### src/rtl/seq_div.sv
// seq_div: iterative restoring divider, 2N-bit dividend / N-bit divisor, one quotient bit per clock.
// Define DIV_EARLY_OVF_EN to finish overflow/divide-by-zero requests one cycle after accept.
`default_nettype none

module seq_div #(
  parameter int N = 4
) (
  input  logic           clk,
  input  logic           reset_n,
  input  logic           start,
  input  logic [2*N-1:0] dividend,
  input  logic [N-1:0]   divisor,
  output logic           busy,
  output logic           done,
  output logic [N-1:0]   quotient,
  output logic [N-1:0]   remainder,
  output logic           ovf
);

  localparam int CW = $clog2(N + 1);
  localparam logic [CW-1:0] C_CNT_FULL = CW'(N);
`ifdef DIV_EARLY_OVF_EN
  localparam logic [CW-1:0] C_CNT_OVF = CW'(1);
`else
  localparam logic [CW-1:0] C_CNT_OVF = CW'(N);
`endif

  typedef enum logic [0:0] {S_IDLE = 1'b0, S_RUN = 1'b1} state_t;

  state_t        r_state, w_state_nxt;
  logic [N-1:0]  r_p, w_p_nxt;
  logic [N-1:0]  r_lo, w_lo_nxt;
  logic [N-1:0]  r_dvs, w_dvs_nxt;
  logic [CW-1:0] r_cnt, w_cnt_nxt;
  logic          r_ovf_pend, w_ovf_pend_nxt;
  logic [N-1:0]  r_quo, w_quo_nxt;
  logic [N-1:0]  r_rem, w_rem_nxt;
  logic          r_ovf, w_ovf_nxt;
  logic          r_done, w_done_nxt;

  logic [N:0]    w_shift;
  logic [N:0]    w_diff;
  logic          w_ge;
  logic [N-1:0]  w_p_iter;
  logic          w_ovf_acc;

  // r_lo holds the not-yet-consumed dividend bits; quotient bits shift in at the LSB.
  // The partial remainder is stored in N bits because it is always below the divisor.
  always_comb begin
    w_shift   = {r_p, r_lo[N-1]};
    w_diff    = w_shift - {1'b0, r_dvs};
    w_ge      = w_shift[N] | ~w_diff[N];
    w_p_iter  = w_ge ? w_diff[N-1:0] : w_shift[N-1:0];
    w_ovf_acc = (divisor == '0) || (dividend[2*N-1:N] >= divisor);
  end

  always_comb begin
    w_state_nxt    = r_state;
    w_p_nxt        = r_p;
    w_lo_nxt       = r_lo;
    w_dvs_nxt      = r_dvs;
    w_cnt_nxt      = r_cnt;
    w_ovf_pend_nxt = r_ovf_pend;
    w_quo_nxt      = r_quo;
    w_rem_nxt      = r_rem;
    w_ovf_nxt      = r_ovf;
    w_done_nxt     = 1'b0;
    case (r_state)
      S_IDLE: begin
        if (start) begin
          w_dvs_nxt      = divisor;
          w_p_nxt        = dividend[2*N-1:N];
          w_lo_nxt       = dividend[N-1:0];
          w_ovf_pend_nxt = w_ovf_acc;
          w_cnt_nxt      = w_ovf_acc ? C_CNT_OVF : C_CNT_FULL;
          w_state_nxt    = S_RUN;
        end
      end
      S_RUN: begin
        w_p_nxt   = w_p_iter;
        w_lo_nxt  = {r_lo[N-2:0], w_ge};
        w_cnt_nxt = r_cnt - 1'b1;
        if (r_cnt == CW'(1)) begin
          w_state_nxt = S_IDLE;
          w_done_nxt  = 1'b1;
          if (r_ovf_pend) begin
            w_quo_nxt = '1;
            w_rem_nxt = '0;
            w_ovf_nxt = 1'b1;
          end else begin
            w_quo_nxt = {r_lo[N-2:0], w_ge};
            w_rem_nxt = w_p_iter;
            w_ovf_nxt = 1'b0;
          end
        end
      end
      default: w_state_nxt = S_IDLE;
    endcase
  end

  always_ff @(posedge clk or negedge reset_n) begin
    if (!reset_n) begin
      r_state    <= S_IDLE;
      r_p        <= '0;
      r_lo       <= '0;
      r_dvs      <= '0;
      r_cnt      <= '0;
      r_ovf_pend <= 1'b0;
      r_quo      <= '0;
      r_rem      <= '0;
      r_ovf      <= 1'b0;
      r_done     <= 1'b0;
    end else begin
      r_state    <= w_state_nxt;
      r_p        <= w_p_nxt;
      r_lo       <= w_lo_nxt;
      r_dvs      <= w_dvs_nxt;
      r_cnt      <= w_cnt_nxt;
      r_ovf_pend <= w_ovf_pend_nxt;
      r_quo      <= w_quo_nxt;
      r_rem      <= w_rem_nxt;
      r_ovf      <= w_ovf_nxt;
      r_done     <= w_done_nxt;
    end
  end

  assign busy      = (r_state == S_RUN);
  assign done      = r_done;
  assign quotient  = r_quo;
  assign remainder = r_rem;
  assign ovf       = r_ovf;

endmodule

`default_nettype wire

### config.mk
export PLATFORM = sky130hd
export DESIGN_NAME = seq_div
export DESIGN_NICKNAME = d
export VERILOG_FILES = /design/src/rtl/seq_div.sv
export SDC_FILE = /design/constraint.sdc
export NUM_CORES = 1
export LEC_CHECK = 0
export ABC_AREA = 1
export CAP_MARGIN = 10
export CORE_ASPECT_RATIO = 0.7
export CORE_MARGIN = 2
export CORE_UTILIZATION = 45
export CTS_CLUSTER_DIAMETER = 30
export DETAILED_ROUTE_END_ITERATION = 8
export PLACE_DENSITY_LB_ADDON = 0.1
export SYNTH_ARGS = -nofsm -noshare
export SYNTH_HDL_FRONTEND = slang
export SYNTH_SLANG_ARGS = --single-unit
export TNS_END_PERCENT = 1
### constraint.sdc
create_clock -name clk -period 2.4 [get_ports clk]
set_input_delay 0.48 -clock clk [delete_from_list [all_inputs] [get_ports clk]]
set_output_delay 0.48 -clock clk [all_outputs]
set_load 0.005 [all_outputs]
Yosys cells after proc, flatten, opt, wreduce, memory -nomap -nowiden
Index checks and enable logic that the tools add are counted.
- flip-flop bits (word level): 27
- bits of input ports: 15
- logic and storage cells: 37
- add/subtract/negate cells: 2
- order comparisons: 1
- eq/ne operators: 2
- mux-type cells: 15
- bitwise operators: 3
- reductions and logical operators: 4
- operator list (cell ; count):
    $mux 4 ; 5
    $pmux 4 s2 ; 2
    $pmux 3 s2 ; 1
    $mux 1 ; 5
    $sub 5x4->5 ; 1
    $ge 4x4->1 ; 1
    $logic_not 4->1 ; 1
    $reduce_and 2->1 ; 2
    $eq 3x1->1 const B ; 1
    $mux 3 ; 1
    $sub 3x1->3 const B ; 1
    $ne 2x2->1 const B ; 1
    $not 1->1 ; 2
    $pmux 1 s2 ; 1
    $logic_or 1x1->1 ; 1
    $or 1x1->1 ; 1

Depth between registers and ports, before layout
- depth in word-level cells: 5
- mapped depth: 11

Worst setup path after synthesis
OpenSTA, ideal clock, no wires.
- path type: reg2reg
- start point: register r_lo[3]
- end point: register r_p[1]
- library setup time: 124 ps
- arrival time: 1450 ps
- path slack: 825 ps
- cell stages (with the launch flop): 11
- buffers on the path: 0
- cells stage by stage: dfrtp_1 -> inv_1 -> ha_1 -> inv_1 -> fa_1 -> nand2_1 -> nand2_2 -> nand2_4 -> nand3b_1 -> nand3_1 -> nand3_1
- word-level cells in the longest chain between the ends: 5
- RTL lines (element ; line ; text):
    from (decl) ; 32 ; logic [N-1:0] r_lo, w_lo_nxt;
    from (signal assigned) ; 116 ; r_lo <= w_lo_nxt;
    $sub 5x4->5 (*) ; 51 ; w_diff = w_shift - {1'b0, r_dvs};
    $not 1->1 ; 52 ; w_ge = w_shift[N] | ~w_diff[N];
    $or 1x1->1 ; 52 ;
    $mux 4 (*) ; 53 ; w_p_iter = w_ge ? w_diff[N-1:0] : w_shift[N-1:0];
    $pmux 4 s2 (*) ; 68 ; case (r_state)
    to (signal assigned) ; 115 ; r_p <= w_p_nxt;
    to (decl) ; 31 ; logic [N-1:0] r_p, w_p_nxt;
Mark *: on every way between the ends. The rest lies on a longest branch, timed or not.
A chain may end at the register's enable or synchronous reset.

Worst setup path after layout
Same ends and word-level chain as after synthesis.

==> flow_summary.toml <==
[run_status]
status = "completed"

[timing]
relSlewSlack_pct = 76.93
setup_slack_ns = 0.6131
rsz0062_at_grt = "false"
skew_ns = 0.001158
setup_viol = 0
worstMarginPinSlew_ns = 0.3461
finalCritPeriodShare_pct = 74.46
maxSlewViolCount = 0
hold_viol = 0
finalCriticalPeriod_ns = 1.787
tns_ns = 0
clock.fmax_mhz = 559.6

[cts]
path_clk_slew_ns = 0.10
cts_buffers = 3
cts_root_buffer = "clkbuf_8"
cts_setup_buffers = 0
cts_sinks = 27
ctsHtreeMaxLevel = 1
postCtsResizedCells = 0
clk_latency_ns = 0.28
cts_buffer_depth = 2
cts_tree = "done"
ctsHoldBuffers = 0

[logic_synthesis]
avgSynthCellArea_sq_um = 9.018
yosysSeqAreaShare_pct = 45.69
synth_compound_area_share_pct = 7.783
synth-seq-cells = 27
synth_edf_count = 0
async_flop_share_pct = 100.0
yosys-top-cells-area = "dfrtp_1, nand2_1, ha_1"
yosys.area.top_type_share_pct = 45.69
synthCells = 164
synth_flop_cell = "dfrtp_1"
synth_top_family_by_area = "simple AND/OR/NAND/NOR gates"
muxShareOfSynthArea_pct = 0
synthAdderAreaFrac_pct = 9.814
synth.net_count = 190
yosys_warnings = 0
synth.distinct_cells = 29
yosys.area_share.xor_xnor_pct = 0.5922
netlist_area_sq_um = 1479
yosysTopAreaCell = "dfrtp_1"
synth-simple-area-share_pct = 27.66

[finish]
final_cell_mix = "nand2_1, dfrtp_1, clkdlybuf4s50_1"
nets = 221
stdcell_area_sq_um = 1829
fillCellCount = 265
final_layout_size_suffix_gt1_share_pct = 9.278
final_common_cell = "nand2_1"
antenna_cells = 0
syn_to_final_growth_pct = 23.69

[placed_design]
numPortBuffers = 25
gp_congestion = 0.8942
placedInstanceArea_sq_um = 1780
dp_slack_ns = 0.5404
post-dp-hpwl_microns = 2377

[routing]
drcViolationCount = 0
drt-initial-drc-count = 136
viasPerCell = 5.138
wire_per_inst_microns = 13.22
finalWirelength_microns = 3068
vias = 1192
dr.pass1.iters = 5
ant_nets = 0

[grt]
antenna_found_initial = 0
grt_pass1_wl_microns = 5347
grt.overflow.total = 0
grt_util_all_layers_pct = 18.88
grt_pass1_vias = 1140
grt_max_degree = 28

[min_path]
hold_class = "reg2reg"

[floorplanning]
placementRows = 17
die_x_microns = 72.52
start_util_pct = 46.98
core_area_sq_um = 3148
dieArea_sq_um = 3769
die_h_microns = 51.97
ios = 26

[critical_path]
worstPathArrival_ns = 1.95
setup.worst_path.class = "reg2reg"
cp.required_ns = 2.57
worstPathMaxFanout = 6
start_kind = "flip-flop"
end_kind = "flip-flop"

[power]
ir_drop_uv = 450.2
power_density_nw_per_um2 = 1289
power_leakage_nw = 0.8891

[flow_run]
cap_violations = 0
==> layer usage <==
metal | GRT usage [%] | up-vias | wire length (microns)
li1 | - | 595 | -
met1 | 25.28 | 547 | 1461
met2 | 30.76 | 48 | 1400
met3 | 4.070 | 2 | 192
met4 | 5.864 | 0 | 14
met5 | 0 | - | 0
==> kinds of logic after synthesis <==
logic type,after synthesis
simple gates,78
buf+inv,28
xor+xnor,1
flops,27
compound gates,19
fa+ha+maj,11
==> final timing paths <==
check / to / cells past startpoint / slack, ns / start
worst min-delay path: remainder[2] / 2 / 0.48 / remainder[2]
worst min register to register: remainder[2] / 2 / 0.48 / remainder[2]
max in group asynchronous: r_dvs[2] / 2 / 1.58 / reset_n
worst max register to register: r_p[1] / 10 / 0.61 / r_lo[3]
worst max-delay path: r_p[1] / 10 / 0.61 / r_lo[3]
min in group asynchronous: remainder[2] / 2 / 0.56 / reset_n
==> Yosys cell counts (2+ instances only) <==
| cell type | instances |
|---|---|
| o21ai_0 | 6 |
| nand2_4 | 2 |
| inv_1 | 24 |
| a21oi_1 | 6 |
| nand3b_1 | 3 |
| ha_1 | 10 |
| nand4_1 | 2 |
| nand2_1 | 37 |
| o221ai_1 | 3 |
| dfrtp_1 | 27 |
| nor2_1 | 11 |
| nand3_1 | 16 |
==> cell type report <==
class / count / area, sq um / share of cell area (%)
sequential: 27 / 675.6 / 36.94
tap: 38 / 47.55 / 2.599
timing repair buffer: 27 / 265.3 / 14.50
clock inverter: 1 / 7.507 / 0.4104
inverter: 27 / 113.9 / 6.224
clock buffer: 3 / 41.29 / 2.257
multi-input combinational: 109 / 678.2 / 37.07
==> worst max-delay path, cell delays in order, from the launching register on <==
cell,delay (ns)
dfrtp_1,0.37
inv_1,0.09
ha_1,0.15
inv_1,0.07
fa_1,0.42
nand2_1,0.09
nand2_2,0.06
nand2_4,0.10
nand3b_1,0.10
nand3_1,0.13
nand3_1,0.08
==> per-stage QoR <==
step                      utilization [%]  hold WS [ns]  instances  total power, W
after floorplan                         -        0.1844        164        0.001697
after global placement              56.56        0.4622        228        0.002029
after detailed placement            56.56        0.4665        228        0.002093
after CTS                           58.11        0.4926        232        0.002371
after global routing                58.11        0.5095        232        0.002590
final                               58.11        0.4840        232        0.002358
==> flip-flops by register name (all words and copies together) (netlist names) <==
register and count:
busy 1, done 1, ovf 1, quotient 4, r_cnt 3, r_dvs 4
r_lo 4, r_ovf_pend 1, r_p 4, remainder 4
==> where the power goes <==
part | total [W] | internal, W | switching [W]
Clock | 0.000271 | 0.000118 | 0.000153
Sequential | 0.000790 | 0.000668 | 0.000122
Combinational | 0.00130 | 0.000559 | 0.000738
Total | 0.00236 | 0.00135 | 0.00101
Power figures use the tool's default switching activity.
